File: config.mk
export PLATFORM = sky130hd
export DESIGN_NAME = icache_refill_axi
export DESIGN_NICKNAME = d
export VERILOG_FILES = /design/src/rtl/core_config.sv /design/src/rtl/icache_refill_axi.sv
export SDC_FILE = /design/constraint.sdc
export NUM_CORES = 1
export LEC_CHECK = 0
export CORE_MARGIN = 4
export CORE_UTILIZATION = 49
export CTS_CLUSTER_SIZE = 8
export DETAILED_ROUTE_END_ITERATION = 7
export PLACE_DENSITY = 0.79
export SKIP_CTS_REPAIR_TIMING = 1
export SLEW_MARGIN = 10
export SYNTH_ARGS = -nofsm -noshare
export SYNTH_HDL_FRONTEND = slang
export SYNTH_SLANG_ARGS = --single-unit
File: constraint.sdc
create_clock -name clk -period 2.9 [get_ports clk]
set_input_delay 0.435 -clock clk [delete_from_list [all_inputs] [get_ports clk]]
set_output_delay 0.435 -clock clk [all_outputs]
set_load 0.01 [all_outputs]
File: src/rtl/core_config.sv
// Core-wide configuration: address/line widths and AXI encodings.
package core_config;

    localparam int ADDR_WIDTH       = 32;
    localparam int ICACHELINE_WIDTH = 128;

    localparam logic [1:0] AXI_BURST_INCR = 2'b01;
    localparam logic [2:0] AXI_SIZE_4B    = 3'b010;
    localparam logic [1:0] AXI_RESP_OKAY  = 2'b00;

    // Refill bursts always start on a 16-byte line boundary.
    function automatic logic [ADDR_WIDTH-1:0] line_base(input logic [ADDR_WIDTH-1:0] addr);
        return {addr[ADDR_WIDTH-1:4], 4'b0000};
    endfunction

endpackage

File: src/rtl/icache_refill_axi.sv
// I-cache line refill over an AXI read channel: one 4-beat INCR burst per line.
// Optional bus-error tracking via ICACHE_RRESP_CHECK_EN.
module icache_refill_axi
    import core_config::*;
#(
    parameter logic [3:0] ARID = 4'h0
) (
    input  logic                        clk,
    input  logic                        rst,
    input  logic                        rreq_i,
    input  logic [ADDR_WIDTH-1:0]       raddr_i,
    output logic                        rdy_o,
    output logic                        rvalid_o,
    output logic [1:0]                  rlast_o,
    output logic [ICACHELINE_WIDTH-1:0] rdata_o,
    output logic [3:0]                  m_axi_arid,
    output logic [ADDR_WIDTH-1:0]       m_axi_araddr,
    output logic [7:0]                  m_axi_arlen,
    output logic [2:0]                  m_axi_arsize,
    output logic [1:0]                  m_axi_arburst,
    output logic                        m_axi_arvalid,
    input  logic                        m_axi_arready,
    input  logic [3:0]                  m_axi_rid,
    input  logic [31:0]                 m_axi_rdata,
    input  logic [1:0]                  m_axi_rresp,
    input  logic                        m_axi_rlast,
    input  logic                        m_axi_rvalid,
    output logic                        m_axi_rready,
    output logic                        err_o
);

    localparam int BEATS  = 4;
    localparam int BEAT_W = $clog2(BEATS);

    localparam logic [1:0] IDLE = 2'd0;
    localparam logic [1:0] AR   = 2'd1;
    localparam logic [1:0] R    = 2'd2;
    localparam logic [1:0] RESP = 2'd3;

    logic [1:0]                  state;
    logic [ADDR_WIDTH-1:0]       addr_q;
    logic [BEAT_W-1:0]           beat_cnt;
    logic [ICACHELINE_WIDTH-1:0] line_buf;
    logic [ICACHELINE_WIDTH-1:0] line_nxt;
    logic [ICACHELINE_WIDTH-1:0] line_out;
    logic                        beat_ok;
    logic                        unused_low;

    assign unused_low = ^raddr_i[3:0];

    assign rdy_o   = (state == IDLE) & rreq_i;
    assign beat_ok = (state == R) & m_axi_rvalid & (m_axi_rid == ARID);

    always_comb begin
        line_nxt = line_buf;
        if (beat_ok) begin
            line_nxt[{beat_cnt, 5'd0} +: 32] = m_axi_rdata;
        end
    end

    always_ff @(posedge clk) begin
        if (rst) begin
            state    <= IDLE;
            addr_q   <= '0;
            beat_cnt <= '0;
            line_buf <= '0;
            line_out <= '0;
        end else begin
            case (state)
                IDLE: begin
                    if (rdy_o) begin
                        addr_q   <= line_base(raddr_i);
                        line_buf <= '0;
                        beat_cnt <= '0;
                        state    <= AR;
                    end
                end
                AR: begin
                    if (m_axi_arready) begin
                        state <= R;
                    end
                end
                R: begin
                    if (beat_ok) begin
                        line_buf <= line_nxt;
                        if (beat_cnt != BEAT_W'(BEATS - 1)) begin
                            beat_cnt <= beat_cnt + 1'b1;
                        end
                        // Output register only changes on line completion so it holds between refills.
                        if (m_axi_rlast) begin
                            line_out <= line_nxt;
                            state    <= RESP;
                        end
                    end
                end
                default: state <= IDLE;
            endcase
        end
    end

    assign m_axi_arvalid = (state == AR);
    assign m_axi_araddr  = addr_q;
    assign m_axi_arlen   = 8'(BEATS - 1);
    assign m_axi_arsize  = AXI_SIZE_4B;
    assign m_axi_arburst = AXI_BURST_INCR;
    assign m_axi_arid    = ARID;
    assign m_axi_rready  = (state == R);

    assign rvalid_o = (state == RESP);
    assign rlast_o  = rvalid_o ? 2'b01 : 2'b00;
    assign rdata_o  = line_out;

`ifdef ICACHE_RRESP_CHECK_EN
    logic err_q;

    always_ff @(posedge clk) begin
        if (rst) begin
            err_q <= 1'b0;
        end else if (beat_ok && (m_axi_rresp != AXI_RESP_OKAY)) begin
            err_q <= 1'b1;
        end
    end

    assign err_o = err_q;
`else
    logic unused_rresp;

    assign unused_rresp = ^m_axi_rresp;
    assign err_o        = 1'b0;
`endif

endmodule

======== Word-level counts from Yosys, hierarchy flattened ========
Cells that the tools add are included.
storage, ports and cells
  bits in read-only memories .............. 0
  register bits ........................... 288
  logic and storage cells ................. 43
  memories kept ........................... 0
  RAM bits ................................ 0
  bits of input ports ..................... 76
  latch bits .............................. 0
cells by class
  shift-type cells ........................ 2
  multiplexer cells ....................... 14
  reductions and logical operators ........ 8
  equality and inequality tests ........... 9
  multipliers ............................. 0
  magnitude comparators ................... 0
  add/sub/neg operators ................... 2
  div/mod/pow operators ................... 0
  bitwise operators ....................... 3
operators with widths
  cell                                                                       number
  128-bit two-way mux                                                        2
  128-bit one-hot mux with 2 select lines                                    1
  128-bit bitwise mux                                                        1
  32-bit by 9-bit variable shift with 128-bit output (first input constant)  1
  32-bit by 9-bit variable part select with 128-bit output                   1
  2-bit two-way mux                                                          7
  7-bit negation with 9-bit output                                           1
  4-bit AND reduction                                                        2
  2-bit by 1-bit != test with 1-bit output (second input constant)           3
  2-bit != test (second input constant)                                      3
  2-bit one-hot mux with 3 select lines                                      1
  3-bit AND reduction                                                        2
  2-bit equality test (second input constant)                                2
  4-bit logical NOT                                                          1
  2-bit one-hot mux with 2 select lines                                      1
  1-bit bitwise AND                                                          3
  2-bit by 1-bit adder with 2-bit output (second input constant)             1
  2-bit by 1-bit equality test with 1-bit output (second input constant)     1
  2-bit logical NOT                                                          1
  2-bit AND reduction                                                        1
  2-bit nonzero test                                                         1
  1-bit two-way mux                                                          1

======== Logic depth before layout (Yosys ltp) ========
Gate-level depths: netlist (run 1).
  depth in word-level cells ............... 5
  mapped depth ............................ 10
  gate-level depth less buffers ........... 6

======== Worst setup path after synthesis (run 1) ========
OpenSTA, ideal clock, no wires.
  path kind ............................... register to register
  start point ............................. reg beat_cnt[0]
  end point ............................... reg line_buf[104]
  clock period less this slack ............ 2.061 ns
  cell stages (with the launch flop) ...... 11
  path buffers ............................ 4
  required time ........................... 2.841 ns
  data arrival time ....................... 2.003 ns
  path slack .............................. 0.839 ns
  path through ............................ dfxtp_1 > inv_1 > ha_1 > buf_4 > and4bb_4 > and2b_1 > buf_4 > nor2b_1 > buf_4 > buf_6 > a22o_1
on the way
  longest elaborated chain between the ends .. 5
  elaborated cells between the ends (all ways) .. 6
  those cells by class .................... add/sub (1); shift (2); mux (3)
ends and longest elaborated chain
  item                                                                                                                            RTL line                 source
  from (decl)                                                                                                                     icache_refill_axi.sv:42  logic [BEAT_W-1:0] beat_cnt;
  from (signal assigned)                                                                                                          icache_refill_axi.sv:87  beat_cnt <= beat_cnt + 1'b1;
  7-bit negation with 9-bit output (*)                                                                                            icache_refill_axi.sv:57  line_nxt[{beat_cnt, 5'd0} +: 32] = m_axi_rdata;
  32-bit by 9-bit variable part select with 128-bit output or 32-bit by 9-bit variable shift with 128-bit output (tied branches)  icache_refill_axi.sv:57
  128-bit bitwise mux (*)                                                                                                         icache_refill_axi.sv:57
  128-bit two-way mux (*)                                                                                                         icache_refill_axi.sv:84  if (beat_ok) begin
  128-bit one-hot mux with 2 select lines (*)                                                                                     icache_refill_axi.sv:69  case (state)
  to (signal assigned)                                                                                                            icache_refill_axi.sv:85  line_buf <= line_nxt;
  to (decl)                                                                                                                       icache_refill_axi.sv:43  logic [ICACHELINE_WIDTH-1:0] line_buf;
Every way passes the cells marked *; elsewhere a longest branch is shown, timed or not. The select of a mux whose other input is x is not followed.
A chain may end at the register's enable or synchronous reset.

======== Worst setup path in the final report (run 1) ========
  start point ............................. reg beat_cnt[1]
  end point ............................... reg line_out[96], in the netlist rdata_o[96]
on the way
  longest elaborated chain between the ends .. 3
  elaborated cells between the ends (all ways) .. 4
  those cells by class .................... add/sub (1); shift (2); mux (1)
ends and longest elaborated chain
  item                                                                                                                            RTL line                 source
  7-bit negation with 9-bit output (*)                                                                                            icache_refill_axi.sv:57
  32-bit by 9-bit variable part select with 128-bit output or 32-bit by 9-bit variable shift with 128-bit output (tied branches)  icache_refill_axi.sv:57
  128-bit bitwise mux (*)                                                                                                         icache_refill_axi.sv:57
  to (signal assigned)                                                                                                            icache_refill_axi.sv:91  line_out <= line_nxt;
  to (decl)                                                                                                                       icache_refill_axi.sv:45  logic [ICACHELINE_WIDTH-1:0] line_out;
Every way passes the cells marked *; elsewhere a longest branch is shown, timed or not.

==> results.md, run 1 <==
- Total global-route track usage: 24.52%
- Startpoint type of the worst setup path: register
- Chain of cells forming the critical path: inv_1 > ha_2 > and4bb_4 > and2b_1 > buf_4 > a221oi_1 > nor3_1
- FF-to-FF path depth: 7
- Part of the Yosys area used for sequential elements: 52.30%
- Inserted Diodes: 0
- Initial Utilization: 50.21%
- Worst path max stage delay: 450 ps
- Adder and majority gate portion of the synthesized area: 1.135%
- Worst setup path startpoint: beat_cnt[1]
- Remaining design rule violation count: 0
- Final slew viol count: 0
- Fraction of synthesis flops using an asynchronous set or reset pin: 0%
- EDFF count, synth: 0
- Wire length of the first global-routing pass: 49530 um
- Number of synthesis warnings: 0
- Critical path peak fanout: 16
- Xor/xnor cell area share of the yosys netlist: 0%
- Worst-case register-to-register setup slack: 530 ps
- Compound-cell area share of the yosys netlist: 25.76%
- Maximum Capacitance Violations: 0
- Buffers from clock root to sink, at most: 3
- Vias in the first global route: 9129
- H-tree lvl count: 2
- Post-Synthesis Cells: 1167
- Average wire length per cell after detail routing: 19.23 um
- Endpoint of the worst setup timing path: rdata_o[96]
- Synthesized cell area: 11020 sq um
- Total via count after detailed routing: 9471
- Total gr overflow: 0
- Ys flop type: dfxtp_1
- Clk root buf: clkbuf_16
- Commonest cells after routing, fill and taps aside: dfxtp_1 (288), clkdlybuf4s50_1 (229), nor2_1 (131)
- Unique cell type count in the Yosys netlist: 35
- Max rail drop VDD: 0.0003831 V
- Worst slew pin tran: 1154 ps
- Area share of and/or/nand/nor cells after synthesis: 14.54%
- # port buffers: 230
- First-iteration detailed-routing DRC count: 571
- Synthesis-stage register bit count: 288
- Post-route clock skew: 15.26 ps
- Source-to-sink clock delay at the later pin of the worst-skew pair: 510 ps
- PD cells: 659.6 nW/um^2
- Number of antenna violations at the first check in global routing: 0
- CTS buffer count: 41
- Setup CP Type: register to register
- Number of failing setup endpoints in the final timing report: 0
- Synthesis-to-layout area growth: 31.99%
- Result of the run: complete, no violations
- Fraction of the core area covered by cells at the end of the flow: 66.27%
- Final-report hold violation count: 0
- Worst min path class: register to register
- Multiplexer fraction of the synthesized cell area: 0.1816%
- Standard cell with the maximum stage delay on the critical path: and2b_1
- Die width: 158.0 um
- Clock sink total: 288
- Synthesized area per cell: 9.447 sq um
- DRT Wirelength: 31640 um
- DIE AREA: 24960 sq um
- Unrepaired setup endpoints after global routing: false
- Post-detailed-placement half-perimeter wirelength: 20310 um
- Final period util: 81.60%
- Setup Total Neg Slack: 0 ps
- Largest net degree at the start of global routing: 92
- Post-DR vias/cell: 5.757
- Clock tree from TritonCTS: yes
- Die Span Y: 158.0 um
- CTS clk-pin slew, worst paths: 50 ps
- Core region area: 21960 sq um
- Required time worst endpoint: 3320 ps
- Total Nets Final: 1450
- Arrival time worst endpoint: 2790 ps
- Fraction of layout cells with a size suffix above 1: 6.300%
- Worst slew margin relative to its limit: 23.01%
- Standby leakage power: 4.992 nW
- Largest family of logic cells by synthesized area: compound AO/OA/AOI/OAI gates
- Capturing point of the worst reg2reg path: rdata_o[96]
- Residual antenna-violating net count after detailed routing: 0
- Number of placed I/O pins: 260
- Startpoint of the worst hold path: line_buf[84]
- Reg2reg start: beat_cnt[1]
- Top cells by area in the synthesized netlist: dfxtp_1 (52%), o2bb2ai_1 (8.2%), a211oi_1 (6.9%), a21oi_1 (5.8%), nor2b_1 (5.5%)
- Endpoint class of the critical path: register
- Proportion of netlist area held by the largest area contributor: 52.30%
- Most common cell after layout, fill and taps aside: dfxtp_1
- Achievable frequency: 0.4226 GHz
- DRT Pass-1 Iters: 5
- Post-layout min period: 2366 ps
- Row count: 54
- Cell type with the largest total area after synthesis: dfxtp_1
- Routability congestion estimate: 0.7923
-- worst max-delay path, delay by kind of cell, from the launching register on --
family | cells | cell delay (ps)
AOI/OAI and AO/OA | 1 | 120
adders and majority gates | 1 | 300
DFF | 1 | 380
buffers and inverters | 2 | 460
and+or+nand+nor | 3 | 1030
-- routing by layer --
layer,wire (um),GRT usage [%],vias to the layer above
met3,2496,6.342,41
li1,-,-,4530
met4,540,6.377,0
met1,13660,32.45,4568
met2,14940,40.23,332
met5,0,0,-
-- worst min-delay path by stage --
stage,end,depth (start not counted)
after floorplan,line_buf[0],1
after global routing,line_buf[63],1
after detailed placement,line_buf[0],1
final,line_buf[84],1
after CTS,m_axi_araddr[25],2
after global placement,line_buf[29],1
-- synth_stat cells (2+ instances only) --
cell type,number
nor2_1,131
nand2_1,59
o21ai_0,3
clkbuf_1,65
buf_4,27
ha_1,10
nand3_1,2
buf_2,29
inv_1,9
buf_1,4
mux2i_1,2
dfxtp_1,288
buf_6,2
a211oi_1,101
nor2b_1,97
or4_1,2
a21oi_1,128
nand2b_1,5
a22oi_1,5
o2bb2ai_1,103
a221oi_1,27
nor3_1,28
a22o_1,27
conb_1,2
-- final cells by class --
class / instances / area (sq um)
repair buffers: 260 / 2591
inverters: 9 / 33.78
fillers: 1762 / 7407
clock inverters: 1 / 8.758
multi-input cells: 764 / 4726
flip-flops and latches: 288 / 5766
clock buffers: 43 / 1076
well taps: 280 / 350.3
-- flip-flops by register name, summed over array words and instances, names as in the netlist --
register / flops
rdata_o: 128
state: 2
m_axi_araddr: 28
beat_cnt: 2
line_buf: 128
-- cells by family (layout without fill, tap and decap cells) --
family                   after synthesis  after routing
AO/OA/AOI/OAI                        396            396
AND/OR/NAND/NOR                      333            333
flip-flops                           288            288
buffers and inverters                136            313
adder cells (fa/ha/maj)               10             10
other                                  2             23
multiplexers                           2              2
-- where the power goes --
group	leakage [nW]	internal [mW]	switching, mW
Clock	0.534	2.58	1.60
Sequential	2.32	4.07	0.0568
Combinational	2.13	0.467	0.833
-- per-stage QoR --
stage	instances	area [sq um]	worst slack, ps	power [mW]	hold WS, ps
finish	1645	14550	533.6	9.599	449.3
global route	1645	14550	337.0	9.942	466.3
CTS	1645	14550	529.3	9.655	453.4
detailed placement	1601	13470	420.1	5.495	438.5
global placement	1601	13470	511.6	5.476	436.0
floorplan	1188	11100	838.6	4.938	424.7
No activity file was read; power rests on OpenSTA's default activity.
==> run 2, diff against run 1 <==
CORE_UTILIZATION = 45   (was 49)
PLACE_DENSITY = 0.76   (was 0.79)
clock period = 2.1 ns   (was 2.9 ns; I/O delays follow)
==> results.md, run 2 (synthesized netlist as in run 1, its figures left out) <==
- Result of the run: complete, no violations
- Largest net degree at the start of global routing: 68 (-26%)
- Die Span Y: 164.5 um (+4.1%)
- Maximum Capacitance Violations: 0 (unchanged)
- Internal Power: 9.924 mW (+40%)
- Worst hold path stage count: 2 (+1)
- Power share of the sequential group: 42.5% (-0.4 points)
- Clock sink total: 288 (unchanged)
- Total global-route track usage: 23.06% (-1.5 points)
- Post-detailed-placement half-perimeter wirelength: 21750 um (+7.1%)
- Most common cell after layout, fill and taps aside: dfxtp_1
- Clock tree from TritonCTS: yes
- DIE AREA: 27070 sq um (+8.4%)
- Initial Utilization: 45.60% (-4.6 points)
- Vias in the first global route: 9241 (+1.2%)
- Number of antenna violations at the first check in global routing: 0 (unchanged)
- Fraction of power consumed by combinational cells: 15.1% (+1.6 points)
- Unrepaired setup endpoints after global routing: true
- Cell count after placement: 1682 (+5.1%)
- Post-DR vias/cell: 5.492 (-4.6%)
- Fraction of the core area covered by cells at the end of the flow: 62.56% (-3.7 points)
- PD cells: 886.9 nW/um^2 (+34%)
- Die width: 164.5 um (+4.1%)
- Startpoint of the worst hold path: rst
- Total Nets Final: 1487 (+2.6%)
- Final period util: 95.42%
- Total via count after detailed routing: 9474 (+0.032%)
- Row count: 57 (+5.6%)
- Routability congestion estimate: 0.8053 (+1.6%)
- Core region area: 24180 sq um (+10%)
- First-iteration detailed-routing DRC count: 731 (+28%)
- Required time worst endpoint: 1780 ps (-1540 ps)
- Minimum setup slack after placement: -24.15 ps (-444.3 ps)
- FF-to-FF path depth: 7 (unchanged)
- Critical path peak fanout: 5 (-11)
- Buffers from clock root to sink, at most: 3 (unchanged)
- Final-report hold violation count: 0 (unchanged)
- Number of standard cells in the final layout excluding fillers: 1725 (+4.9%)
- Synthesis-to-layout area growth: 37.19%
- Capturing point of the worst reg2reg path: rdata_o[88]
- NetSw: 3.489 mW (+40%)
- DRT Pass-1 Iters: 5 (unchanged)
- Inserted Diodes: 0 (unchanged)
- Endpoint class of the critical path: primary output
- Power, Total: 13.41 mW (+40%)
- Wire length of the first global-routing pass: 50540 um (+2.0%)
- Fraction of layout cells with a size suffix above 1: 9.993% (+3.7 points)
- Standby leakage power: 5.319 nW (+6.5%)
- Remaining design rule violation count: 0 (unchanged)
- H-tree lvl count: 2 (unchanged)
- Switching part of the total: 26.01% (+0.12 points)
- Commonest cells after routing, fill and taps aside: dfxtp_1 (287), clkdlybuf4s50_1 (227), nor2_1 (131)
- Source-to-sink clock delay at the later pin of the worst-skew pair: 510 ps (about the same)
- Clk root buf: clkbuf_16
- Worst-case register-to-register setup slack: 100 ps (-440 ps)
- Setup CP Type: register to primary output
- Residual antenna-violating net count after detailed routing: 0 (unchanged)
- Startpoint type of the worst setup path: register
- Post-layout min period: 2004 ps
- Clock Power Share: 42.5% (-1.0 points)
- Total gr overflow: 0 (unchanged)
- Number of failing setup endpoints in the final timing report: 0 (unchanged)
- Reg2reg start: beat_cnt[1]
- Worst slew pin tran: 733.2 ps (-420.5 ps)
- Post-layout worst setup margin: 96.09 ps (-437.5 ps)
- Number of fill cells in the layout: 1976 (+12%)
- CTS buffer count: 41 (unchanged)
- DRT Wirelength: 32350 um (+2.3%)
- Worst slew margin relative to its limit: 51.12% (+28 points)
- Worst min path class: input port to register
- Achievable frequency: 0.4990 GHz
- CTS clk-pin slew, worst paths: 50 ps (about the same)
- Number of placed I/O pins: 260 (unchanged)
- Post-route clock skew: 14.74 ps (-0.5121 ps)
- Average wire length per cell after detail routing: 18.76 um (-2.5%)
- Hold path endpoint: m_axi_araddr[21]
- Max rail drop VDD: 0.0006392 V (+67%)
- Final slew viol count: 0 (unchanged)
- Arrival time worst endpoint: 1690 ps (-1100 ps)
- # port buffers: 230 (unchanged)
==> run 2: cell types whose count changed in the layout (fill, tap and decap cells not counted), moves of 2 or more <==
cell	before	now
buf_4	25	49
a221oi_1	27	12
a221oi_2	0	15
buf_12	5	17
clkdlybuf4s50_1	229	227
dlymetal6s2s_1	0	2
==> run 2: how the worst max path moves through the flow <==
| stage | from | end | slack [ps] |
|---|---|---|---|
| 2_1_floorplan | beat_cnt[0] | line_buf[104] | 40 |
| 3_3_place_gp | m_axi_rid[0] | line_buf[118] | 50 |
| 3_5_place_dp | m_axi_rvalid | rdata_o[63] | -20 |
| 4_1_cts | state[0] | rdy_o | -210 |
| 5_1_grt | beat_cnt[1] | rdata_o[83] | -20 |
| 6_report | state[1] | m_axi_arvalid | 100 |
==> run 2: routing by layer <==
metal | part of all wire (%) | track usage [%] | wire [um]
met3 | 8.7 | 6.713 | 2821
met4 | 2.2 | 6.427 | 716
met2 | 47 | 37.87 | 15110
met5 | 0 | 0 | 0
met1 | 42 | 29.71 | 13710
==> run 2: per-stage QoR <==
| stage | instance area [sq um] | hold WS (ps) | TNS (ps) |
|---|---|---|---|
| global placement | 13950 | 435.9 | 0 |
| finish | 15120 | 192.7 | 0 |
| detailed placement | 13950 | 438.7 | -50.91 |
| floorplan | 11100 | 424.7 | 0 |
| CTS | 15020 | 179.6 | -307.2 |
| global route | 15120 | 201.0 | -90.54 |
==> run 2: power by group through the flow <==
stage | clock network (mW) | registers (mW) | logic, mW
after detailed placement | 0 | 5.80 | 2.00
final | 5.70 | 5.70 | 2.02
after CTS | 5.79 | 5.69 | 2.01
after global routing | 6.05 | 5.70 | 2.17
after global placement | 0 | 5.79 | 1.98
after floorplan | 0 | 5.85 | 0.973
==> run 2: final cells by class <==
cell class / count / area [sq um] / share of cell area [%]
timing repair buffer: 297 / 3028 / 20.02
clock inverter: 1 / 16.27 / 0.1075
tap: 324 / 405.4 / 2.680
sequential: 288 / 5767 / 38.13
multi-input combinational: 764 / 4823 / 31.89
clock buffer: 42 / 1051 / 6.949
inverter: 9 / 33.78 / 0.2234
==> run 2: worst max-delay path, cell delays in order (launching register included) <==
cell and delay, ps:
dfxtp_1 400, inv_1 90, ha_1 200, clkdlybuf4s50_1 500
